`src/rtl/led_flow_ctrl.sv`:
```
// led_flow_ctrl: LED chaser with four flow modes and a
// debounced mode key, stepped by an asynchronous toggle.
//
// Parameters:
//   LED_W   - LED bus width (>= 2)
//   DB_MAX  - debounce terminal count in sys_clk cycles
// Ports:
//   sys_clk - clock, rising edge
//   sys_rst - async active-high reset
//   step_in - async toggling level, each edge is a step
//   key_in  - raw active-low push button
//   led_out - registered LED pattern, 1 = lit
//   mode    - registered mode: 0 LEFT 1 RIGHT
//             2 BOUNCE 3 BLINK
module led_flow_ctrl #(
  parameter int          LED_W  = 4,
  parameter logic [19:0] DB_MAX = 20'd999_999
) (
  input  logic             sys_clk,
  input  logic             sys_rst,
  input  logic             step_in,
  input  logic             key_in,
  output logic [LED_W-1:0] led_out,
  output logic [1:0]       mode
);

  localparam logic [1:0] M_LEFT   = 2'd0;
  localparam logic [1:0] M_RIGHT  = 2'd1;
  localparam logic [1:0] M_BOUNCE = 2'd2;
  localparam logic [1:0] M_BLINK  = 2'd3;

  localparam logic [LED_W-1:0] LSB =
    {{(LED_W-1){1'b0}}, 1'b1};
  localparam logic [LED_W-1:0] MSB =
    {1'b1, {(LED_W-1){1'b0}}};

  function automatic logic [LED_W-1:0] init_pat(
    input logic [1:0] m
  );
    logic [LED_W-1:0] p;
    p = LSB;
    case (m)
      M_RIGHT: p = MSB;
      M_BLINK: p = '0;
      default: p = LSB;
    endcase
    return p;
  endfunction

  // step_in: [0],[1] synchronize, [2] is history
  logic [2:0] st_sync;
  logic [1:0] arm_cnt;
  logic       armed;
  logic       step_pls;

  always_ff @(posedge sys_clk or posedge sys_rst) begin
    if (sys_rst) begin
      st_sync <= '0;
    end else begin
      st_sync <= {st_sync[1:0], step_in};
    end
  end

  // Arm only once the synchronizer holds post-reset
  // samples, so a level held across reset is no step.
  always_ff @(posedge sys_clk or posedge sys_rst) begin
    if (sys_rst) begin
      arm_cnt <= '0;
      armed   <= 1'b0;
    end else if (!armed) begin
      arm_cnt <= arm_cnt + 2'd1;
      armed   <= (arm_cnt == 2'd2);
    end
  end

  assign step_pls = armed & (st_sync[1] ^ st_sync[2]);

  logic [1:0]  k_sync;
  logic        k_stable;
  logic [19:0] db_cnt;
  logic        db_hit;
  logic        key_pls;

  always_ff @(posedge sys_clk or posedge sys_rst) begin
    if (sys_rst) begin
      k_sync <= 2'b11;
    end else begin
      k_sync <= {k_sync[0], key_in};
    end
  end

  assign db_hit = (db_cnt == DB_MAX);

  always_ff @(posedge sys_clk or posedge sys_rst) begin
    if (sys_rst) begin
      k_stable <= 1'b1;
      db_cnt   <= '0;
    end else if (k_sync[1] == k_stable) begin
      db_cnt   <= '0;
    end else if (db_hit) begin
      k_stable <= k_sync[1];
      db_cnt   <= '0;
    end else begin
      db_cnt   <= db_cnt + 20'd1;
    end
  end

  // Press only: stable level about to fall 1 -> 0
  assign key_pls = k_stable & ~k_sync[1] & db_hit;

  logic       dir;
  logic [1:0] mode_nx;

  assign mode_nx = mode + 2'd1;

  always_ff @(posedge sys_clk or posedge sys_rst) begin
    if (sys_rst) begin
      mode    <= M_LEFT;
      led_out <= LSB;
      dir     <= 1'b0;
    end else if (key_pls) begin
      // mode change wins; a coincident step is dropped
      mode    <= mode_nx;
      led_out <= init_pat(mode_nx);
      dir     <= 1'b0;
    end else if (step_pls) begin
      case (mode)
        M_LEFT: led_out <=
          {led_out[LED_W-2:0], led_out[LED_W-1]};
        M_RIGHT: led_out <=
          {led_out[0], led_out[LED_W-1:1]};
        M_BOUNCE: begin
          // flip as the end bit is reached so it
          // is lit for a single step only
          if (!dir) begin
            led_out <= led_out << 1;
            if (led_out[LED_W-2]) dir <= 1'b1;
          end else begin
            led_out <= led_out >> 1;
            if (led_out[1]) dir <= 1'b0;
          end
        end
        default: led_out <= ~led_out;
      endcase
    end
  end

endmodule

```
`config.mk`:
```
export PLATFORM = sky130hd
export DESIGN_NAME = led_flow_ctrl
export DESIGN_NICKNAME = d
export VERILOG_FILES = /design/src/rtl/led_flow_ctrl.sv
export SDC_FILE = /design/constraint.sdc
export NUM_CORES = 1
export LEC_CHECK = 0
export BUFFER_PORTS_ARGS = -buffer_cell sky130_fd_sc_hd__buf_4
export CELL_PAD_IN_SITES_DETAIL_PLACEMENT = 0
export CELL_PAD_IN_SITES_GLOBAL_PLACEMENT = 2
export CORE_MARGIN = 4
export CORE_UTILIZATION = 41
export CTS_BUF_LIST = sky130_fd_sc_hd__clkbuf_2
export CTS_CLUSTER_DIAMETER = 200
export DETAILED_ROUTE_END_ITERATION = 10
export PLACE_DENSITY_LB_ADDON = 0.12
export SYNTH_ARGS = -nofsm -noshare
export SYNTH_HDL_FRONTEND = slang
export SYNTH_SLANG_ARGS = --single-unit
export TNS_END_PERCENT = 50
```
`constraint.sdc`:
```
create_clock -name sys_clk -period 2.2 [get_ports sys_clk]
set_input_delay 0.11 -clock sys_clk [delete_from_list [all_inputs] [get_ports sys_clk]]
set_output_delay 0.11 -clock sys_clk [all_outputs]
set_load 0.01 [all_outputs]
```
==> results.ini, run 1 <==
[synth]
synthTopCellsByArea=dfrtp_1 42%, ha_1 5.9%, dfstp_2 5.5%
synth.ff_latch_count=36
synth_top_area_cell=dfrtp_1
syn_area_per_cell_um2=10.1
synth_top_area_share_pct=42.2
ys.flop_type=dfrtp_1
synth-edff-count=0
synth_warnings=0
synthArstFlopShare_pct=100
syn_nets=200
yosysSeqAreaShare_pct=47.8
syn_area_um2=1900
syn_inst=187
ys_types=45

[drt]
antenna_left=0
drc=0
drt_iter0_markers=28
wl_per_cell_um=14.5
via_per_inst=5.57
vias=1415
finalWirelength_um=3690
first_pass_iters=4

[sta]
rsz0062_at_grt=false
relSlewSlack_pct=51.9
max_freq_mhz=541
skew_ns=0.0311
finalSetupViolations=0
fin_crit_ns=1.85
hold_viol_final=0
finalMaxSlewViolations=0
timing.setup.tns_ns=0
worst_pin_slew_ns=0.720
fin_crit_sh_pct=84.0

[clock_tree]
clockRootBuffer=clkbuf_2
clk_pin_slew_ns=0.19
clk_latency_ns=0.39
clock_path_buffers=2
cts_buffers=5
cts_sinks=36
cts_setup_buffers=0
cts.htree.levels=2
cts_resized=0
cts_tree=done

[final_layout]
fillers=426
nets=214
syn_to_final_growth_pct=9.37
final_area_um2=2070
diodes=0
drive_gt1_share_pct=15.3

[global_routing]
antenna_found_initial=0
grt_start_max_net_pins=21
grt_use_total_pct=13.7
grt_pass1_wl_um=6540
first_global_vias=1446
gr-total-overflow=0

[setup_path]
path_depth=4
cp.required_ns=2.48
r2r_cells=4
path_delay_family=simple AND/OR/NAND/NOR gates
crit_arrival_ns=2.13
reg2reg_from=db_cnt[0]$_DFF_PP0_
path_max_fanout=8
worstSetupPathType=register to register
cpPeakStageDelay_ns=0.43
crit_buf_inv=0
reg2reg_slack_ns=0.35
path_cells=ha_1, and4_1, and3_1, mux2_2
crit_start=db_cnt[0]$_DFF_PP0_
cp-endpoint=led_out[3]$_DFFE_PP0P_
reg2reg_to=led_out[3]$_DFFE_PP0P_
cpMaxStageDelayCell=dfrtp_1
end_kind=register
startpoint_type=register

[placement]
gp_congestion=0.892
placed_area_um2=2010
port-buffer-count=9
hpwlAfterDp_um=2760

[min_path]
hold_class=input pin to register

[run_status]
outcome=complete, no violations

[die]
die_w_um=76.0
start_util_pct=42.9
fp.dieArea_um2=5780
boundaryPins=10
rows=24
core_area_um2=4410
die_h_um=76.0

[run]
max_cap_viol_count=0

[power_and_ir_drop]
p_leak_nw=0.903
power.density_nw_per_um2=493
ir_drop_mv=0.219

[synthesized netlist by cell type (2+ instances only)]
library cell / count
and3_1: 3
buf_2: 3
xnor2_1: 6
xor2_1: 8
nand2_1: 9
a21oi_1: 14
nor4b_1: 2
or3_2: 2
nand4_1: 9
or4_1: 4
ha_1: 9
dfstp_2: 4
o31ai_1: 4
inv_1: 8
dfrtp_1: 32
mux2_2: 3
nor2_1: 17
nand3_1: 6
or3_1: 3
nor3_1: 3
buf_6: 2
o21ai_0: 10
and4_1: 2
nor2b_1: 3
[layout by cell type, fill, tap and decap left out, types with 8 or more instances in the layout]
cell and count:
dfrtp_1 32, nor2_1 17, a21oi_1 14, o21ai_0 10, buf_4 10, nand2_1 9, nand4_1 9, ha_1 9
inv_1 8, xor2_1 8
[final cells by class]
| class | count | area, um^2 | share of cell area [%] |
|---|---|---|---|
| multi-input cells | 136 | 910 | 43.9 |
| flip-flops and latches | 36 | 906 | 43.7 |
| repair buffers | 14 | 125 | 6.03 |
| well taps | 52 | 65.1 | 3.14 |
| clock buffers | 6 | 30.0 | 1.45 |
| inverters | 8 | 30.0 | 1.45 |
| clock inverters | 2 | 7.51 | 0.362 |
[logic make-up after synthesis]
kind of cell	count (synthesis)	share of synthesized area, %
adders and majority gates	9	5.94
and+or+nand+nor	75	22.8
DFF	36	47.8
muxes	3	1.78
xor gates and xnor gates	14	6.47
AOI/OAI and AO/OA	35	11.0
buffers and inverters	15	4.22
[state kept, by name (all words and copies together) (netlist names)]
signal,flops
k_stable,1
db_cnt,20
led_out,4
dir,1
mode,2
st_sync,3
arm_cnt,2
armed,1
k_sync,2
[what timing repair did]
action | in CTS | in global routing
endpoints found under the setup margin | 0 | 0
hold buffers | 3 | 0
endpoints found under the hold margin | 15 | 0
[report_power, final]
group	switching (mW)	internal (mW)
Sequential	0.00801	0.673
Clock	0.209	0.0764
Combinational	0.0348	0.0212
[worst min path at each step]
stage / cells after the start / slack (ns) / end / startpoint
floorplan: 0 / 0.11 / k_sync[0]$_DFF_PP1_ / key_in
global placement: 1 / 0.22 / st_sync[0]$_DFF_PP0_ / step_in
detailed placement: 1 / 0.22 / st_sync[0]$_DFF_PP0_ / step_in
CTS: 2 / 0.32 / st_sync[0]$_DFF_PP0_ / step_in
global route: 2 / 0.31 / st_sync[0]$_DFF_PP0_ / step_in
finish: 2 / 0.35 / st_sync[0]$_DFF_PP0_ / step_in
[metrics by stage]
step	std cells	hold slack, ns	util (%)	setup WS, ns	total power [mW]
final	254	0.354	47.0	0.353	1.02
after global routing	254	0.313	47.0	0.209	1.09
after CTS	254	0.323	47.0	0.345	1.04
after detailed placement	243	0.221	45.4	0.337	0.747
after global placement	243	0.220	45.4	0.399	0.746
after floorplan	187	0.114	-	0.516	0.726
[metal layers]
layer	routed length, um	GRT usage (%)	vias up
met5	0	0	-
met3	132	4.02	8
met4	78	6.05	0
met1	1580	16.1	686
met2	1910	23.0	24
li1	-	-	697
No activity file was read; power rests on OpenSTA's default activity.
==> run 2: changes to the inputs <==
Settings changed: ABC_AREA set to 1, CORE_UTILIZATION 41 to 34.
Clock period 2.2 ns to 1.5 ns, I/O delays scaled along.
==> results.ini, run 2 <==
[setup_path]
crit_start=db_cnt[12]$_DFF_PP0_
path_max_fanout=6  ; -2
startpoint_type=register
reg2reg_slack_ns=0.08  ; -0.27 ns
crit_arrival_ns=1.72  ; -0.41 ns
end_kind=register
cp-endpoint=db_cnt[14]$_DFF_PP0_
worstSetupPathType=register to register
r2r_cells=8  ; +4
reg2reg_to=db_cnt[14]$_DFF_PP0_
cp.required_ns=1.80  ; -0.68 ns
reg2reg_from=db_cnt[12]$_DFF_PP0_

[die]
fp.dieArea_um2=7400  ; +28%
core_area_um2=5920  ; +34%
start_util_pct=34.9  ; -8.0 points
rows=28  ; +17%
die_h_um=86.0  ; +13%
die_w_um=86.0  ; +13%
boundaryPins=10  ; unchanged

[global_routing]
gr-total-overflow=0  ; unchanged
grt_use_total_pct=14.3  ; +0.60 points
grt_start_max_net_pins=37  ; +76%
grt_pass1_wl_um=8160  ; +25%
antenna_found_initial=0  ; unchanged
first_global_vias=1728  ; +20%

[final_layout]
diodes=0  ; unchanged
layout_common_cells=47 x nand2_1, 46 x nor2_1, 34 x buf_4
layout_commonest_cell=nand2_1
reg_top3=db_cnt: 20 flops, led_out: 4 flops, st_sync: 3 flops
final-seq-area_um2=910  ; +0.41%
syn_to_final_growth_pct=25.6
finalNonFillerCells=380  ; +50%
drive_gt1_share_pct=29.8  ; +14 points
multi_input_area_um2=1120  ; +24%
nets=317  ; +48%
largest_register_ffs=20  ; unchanged
fillers=618  ; +45%
final_core_util_pct=43.9  ; -3.1 points
largest-register=db_cnt

[synth]
synth_most_common_cell=nand2_1
synthTopCellsByArea=dfrtp_1 39%, nand2_1 9.4%, nor2_1 9.1%
syn_nets=273  ; +37%
synthArstFlopShare_pct=100  ; unchanged
syn_area_um2=2070  ; +9.1%
synth.ff_latch_count=36  ; unchanged
yosysSeqAreaShare_pct=43.8  ; -4.0 points
synth_top_area_share_pct=38.7  ; -3.5 points
ys_types=29  ; -36%
synth_top_area_cell=dfrtp_1
synth_warnings=0  ; unchanged
synth-edff-count=0  ; unchanged
syn_area_per_cell_um2=7.95  ; -22%
ys.flop_type=dfrtp_1
synthTopCellsByCount=52 x nand2_1, 50 x nor2_1, 32 x dfrtp_1
syn_inst=260  ; +39%

[clock_tree]
cts.htree.levels=2  ; unchanged
clk_pin_slew_ns=0.20  ; about the same
cts_buffers=5  ; unchanged
clockRootBuffer=clkbuf_2
clk_latency_ns=0.39  ; about the same
clock_path_buffers=2  ; unchanged
cts_tree=done
cts_sinks=36  ; unchanged

[sta]
fin_crit_ns=1.42  ; -0.426 ns
max_freq_mhz=703  ; +30%
rsz0062_at_grt=true
worst_pin_slew_ns=0.461  ; -0.259 ns
timing.setup.tns_ns=0  ; unchanged
hold_viol_final=0  ; unchanged
fin_crit_sh_pct=94.8  ; +11 points
skew_ns=0.0158  ; -0.0153 ns
relSlewSlack_pct=69.2  ; +17 points
finalSetupViolations=0  ; unchanged
finalMaxSlewViolations=0  ; unchanged

[power_and_ir_drop]
pwr-share-clk_pct=26.6  ; -1.3 points
comb_power_share_pct=11.9  ; +6.4 points
power.density_nw_per_um2=665  ; +35%
p_leak_nw=1.21  ; +34%
total_power_mw=1.73  ; +69%
internal_power_mw=1.22  ; +59%
seq_power_share_pct=61.5  ; -5.1 points
ir_drop_mv=0.337  ; +54%
p_switching_mw=0.504  ; +100%
switching_share_pct=29.2  ; +4.6 points

[drt]
wl_per_cell_um=12.6  ; -13%
via_per_inst=4.48  ; -20%
drt_iter0_markers=36  ; +29%
finalWirelength_um=4800  ; +30%
drc=0  ; unchanged
first_pass_iters=4  ; unchanged
antenna_left=0  ; unchanged
vias=1702  ; +20%

[run]
max_cap_viol_count=0  ; unchanged

[min_path]
hold_class=input pin to async pin

[placement]
port-buffer-count=9  ; unchanged
gp_congestion=0.802  ; -10%
placedCellCount=357  ; +47%
hpwlAfterDp_um=3580  ; +30%

[run_status]
outcome=complete, no violations

-- run 2: changes by cell type in the layout (fill, tap and decap cells not counted), moves of 5 or more --
cell     previous run  this run
nor2_1             17        46
nand2_2             0        12
nand3_1             6        13
nand2_1             9        47
a21oi_1            14         6
buf_4              10        34
nor2_2              0         5
inv_1               8        30
nor2_4              0         8
-- run 2: cells by family (layout without fill, tap and decap cells) --
family / after synthesis / count (layout) / synth area share, %
AOI/OAI and AO/OA: 20 / 20 / 5.14
buffers and inverters: 35 / 80 / 6.47
and+or+nand+nor: 150 / 150 / 34.9
xor gates and xnor gates: 10 / 10 / 4.24
DFF: 36 / 36 / 43.8
adders and majority gates: 9 / 9 / 5.44
-- run 2: critical path: stages (launching register included) --
cell,delay (ns)
dfrtp_1,0.46
nor2_1,0.14
nand2_1,0.11
nor2_4,0.17
nand3_2,0.14
nand2_4,0.14
inv_4,0.07
nand2_2,0.07
nor2_2,0.03
-- run 2: area by class of cell --
class	instances	share of cell area, %
multi-input combinational	189	43.3
sequential	36	35.0
inverter	34	5.01
clock inverter	3	0.723
tap	75	3.61
timing repair buffer	38	11.4
clock buffer	5	0.963
-- run 2: per-layer routing --
metal	wire (um)	track usage, %	vias to the layer above
li1	-	-	903
met3	150	4.32	4
met2	2510	24.6	23
met1	2100	17.5	772
met4	46	3.45	0
met5	0	0	-
-- run 2: worst min path at each step --
stage | depth (start not counted) | end | slack, ns
after global routing | 2 | k_sync[0]$_DFF_PP1_ | 0.26
after floorplan | 0 | k_sync[0]$_DFF_PP1_ | 0.08
after detailed placement | 1 | k_sync[0]$_DFF_PP1_ | 0.19
final | 4 | db_cnt[4]$_DFF_PP0_ | 0.32
after global placement | 1 | k_sync[0]$_DFF_PP1_ | 0.19
after CTS | 2 | st_sync[0]$_DFF_PP0_ | 0.28
-- run 2: power groups by stage --
stage,Sequential (mW),Clock (mW),Combinational [mW]
floorplan,1.08,0,0.0968
CTS,1.06,0.487,0.198
finish,1.06,0.458,0.206
detailed placement,1.08,0,0.183
global route,1.07,0.535,0.236
global placement,1.08,0,0.184
-- run 2: timing repair --
action	CTS	global route
pin swaps	0	9
endpoints found under the hold margin	34	0
resized for setup	3	24
hold buffers	3	0
setup endpoints to repair	3	13
buffers inserted	2	10
-- run 2: metrics by stage --
step | setup WS [ns] | hold slack, ns | cell area, um^2
after floorplan | 0.0910 | 0.0795 | 2070
after global placement | 0.00119 | 0.185 | 2330
after detailed placement | -0.0368 | 0.188 | 2330
after CTS | 0.00383 | 0.284 | 2430
after global routing | -0.0417 | 0.261 | 2600
final | 0.0783 | 0.317 | 2600
==> run 3: changes to the inputs <==
Settings changed: CORE_UTILIZATION 34 to 33, CTS_BUF_LIST sky130_fd_sc_hd__clkbuf_2 to sky130_fd_sc_hd__clkbuf_8 sky130_fd_sc_hd__clkbuf_16.
==> results.ini, run 3 (same netlist as run 2, synthesis figures left out) <==
[setup_path]
path_cells=ha_4, nand3_2, nor2_4, nand3_2, nand2_4, inv_4, nand2_1, nor2_1
cpMostUsedCell=nand3_2
path_delay_family=simple AND/OR/NAND/NOR gates
cp.required_ns=1.68  ; -0.12 ns
reg2reg_slack_ns=0.12  ; +0.04 ns
worstSetupPathType=register to register
cpMaxStageDelayCell=dfrtp_1
reg2reg_from=db_cnt[1]$_DFF_PP0_
end_kind=register
crit_start=db_cnt[1]$_DFF_PP0_
cpPeakStageDelay_ns=0.40  ; -0.06 ns
startpoint_type=register
crit_arrival_ns=1.56  ; -0.16 ns
crit_buf_inv=1  ; unchanged
path_max_fanout=7  ; +1

[sta]
hold_viol_final=0  ; unchanged
max_freq_mhz=725  ; +3.0%
worst_pin_slew_ns=0.478  ; +0.0164 ns
fin_crit_ns=1.38  ; -0.0420 ns
fin_crit_sh_pct=92.0  ; -2.8 points
finalMaxSlewViolations=0  ; unchanged
rsz0062_at_grt=true
finalSetupViolations=0  ; unchanged
relSlewSlack_pct=68.1  ; -1.1 points
skew_ns=0.00492  ; -0.0109 ns

[global_routing]
antenna_found_initial=0  ; unchanged
gr-total-overflow=0  ; unchanged
grt_start_max_net_pins=37  ; unchanged
grt_use_total_pct=14.1  ; -0.21 points
first_global_vias=1777  ; +2.8%
grt_pass1_wl_um=8430  ; +3.3%

[min_path]
min-delay-start=k_sync[0]$_DFF_PP1_
hold_class=register to register

[run_status]
outcome=complete, no violations

[final_layout]
drive_gt1_share_pct=26.4  ; -3.4 points
syn_to_final_growth_pct=23.5
nets=311  ; -1.9%
diodes=0  ; unchanged
final_core_util_pct=42.6  ; -1.2 points
layout_common_cells=50 x nand2_1, 47 x nor2_1, 31 x dfrtp_1
fillers=635  ; +2.8%
largest_register_ffs=20  ; unchanged
final_area_um2=2550  ; -1.6%
largest-register=db_cnt
reg_top3=db_cnt: 20 flops, led_out: 4 flops, st_sync: 3 flops
layout_commonest_cell=nand2_1

[power_and_ir_drop]
ir_drop_mv=0.400  ; +19%
power.density_nw_per_um2=768  ; +16%
total_power_mw=1.96  ; +14%
p_leak_nw=1.19  ; -1.3%

[clock_tree]
clk_latency_ns=0.28  ; -0.11 ns
clockRootBuffer=clkbuf_8
clock_path_buffers=2  ; unchanged
clk_pin_slew_ns=0.08  ; -0.12 ns
cts_tree=done
cts_buffers=5  ; unchanged
cts.htree.levels=2  ; unchanged
cts_sinks=36  ; unchanged

[die]
die_h_um=87.2  ; +1.4%
boundaryPins=10  ; unchanged
start_util_pct=34.5  ; -0.41 points
rows=28  ; unchanged
fp.dieArea_um2=7600  ; +2.7%
core_area_um2=5990  ; +1.2%
die_w_um=87.2  ; +1.4%

[drt]
drc=0  ; unchanged
finalWirelength_um=4760  ; -0.75%
wl_per_cell_um=12.7  ; +0.84%
antenna_left=0  ; unchanged
via_per_inst=4.49  ; +0.29%
drt_iter0_markers=42  ; +17%
vias=1680  ; -1.3%
first_pass_iters=4  ; unchanged

[placement]
port-buffer-count=9  ; unchanged
gp_congestion=0.793  ; -1.1%
hpwlAfterDp_um=3550  ; -0.81%
placed_area_um2=2340  ; +0.32%

[run]
max_cap_viol_count=0  ; unchanged

[run 3: changes by cell type in the layout (fill, tap and decap cells not counted), sizes merged]
cell and change:
buf -6
[run 3: final timing paths]
path	end	cells after the start
max in group asynchronous	k_sync[1]$_DFF_PP1_	4
setup / recovery	db_cnt[16]$_DFF_PP0_	8
setup reg to reg	db_cnt[16]$_DFF_PP0_	8
hold / removal	k_sync[1]$_DFF_PP1_	0
hold reg to reg	k_sync[1]$_DFF_PP1_	0
min in group asynchronous	db_cnt[4]$_DFF_PP0_	4
[run 3: through the flow]
stage                     hold WS, ns  setup WS, ns   TNS, ns  instances
after floorplan                0.0795        0.0910         0        260
after global placement          0.185       -0.0366   -0.0366        358
after detailed placement        0.186       -0.0119   -0.0119        358
after CTS                       0.365        0.0278         0        369
after global routing            0.370      -0.00716  -0.00828        374
final                           0.361         0.120         0        374
[run 3: layout make-up]
class / count / area [um^2] / share of cell area [%]
Clock inverter: 3 / 23.8 / 0.930
Clock buffer: 5 / 68.8 / 2.69
Inverter: 34 / 130 / 5.09
Timing Repair Buffer: 32 / 248 / 9.70
Multi-Input combinational cell: 189 / 1080 / 42.4
Tap cell: 75 / 93.8 / 3.67
Sequential cell: 36 / 907 / 35.5
[run 3: where the power goes]
group          total (mW)  switching [mW]  internal (mW)
sequential           1.06          0.0467           1.01
clock               0.702           0.373          0.329
combinational       0.201           0.108         0.0924
total                1.96           0.528           1.44
[run 3: layer usage]
metal  wire, um  track usage [%]  vias to the layer above
met4         42             4.32                        0
met3         97             2.74                        4
met2       2310             23.7                       10
met5          0                0                        -
met1       2310             18.3                      775
li1           -                -                      891
[run 3: repair_timing]
item                                    in CTS  in global routing
endpoints found under the setup margin       1                 11
hold buffers                                 3                  0
buffers inserted                             0                  5
pin swaps                                    0                  6
hold endpoints to repair                    34                  0
gates resized for setup                      1                 16
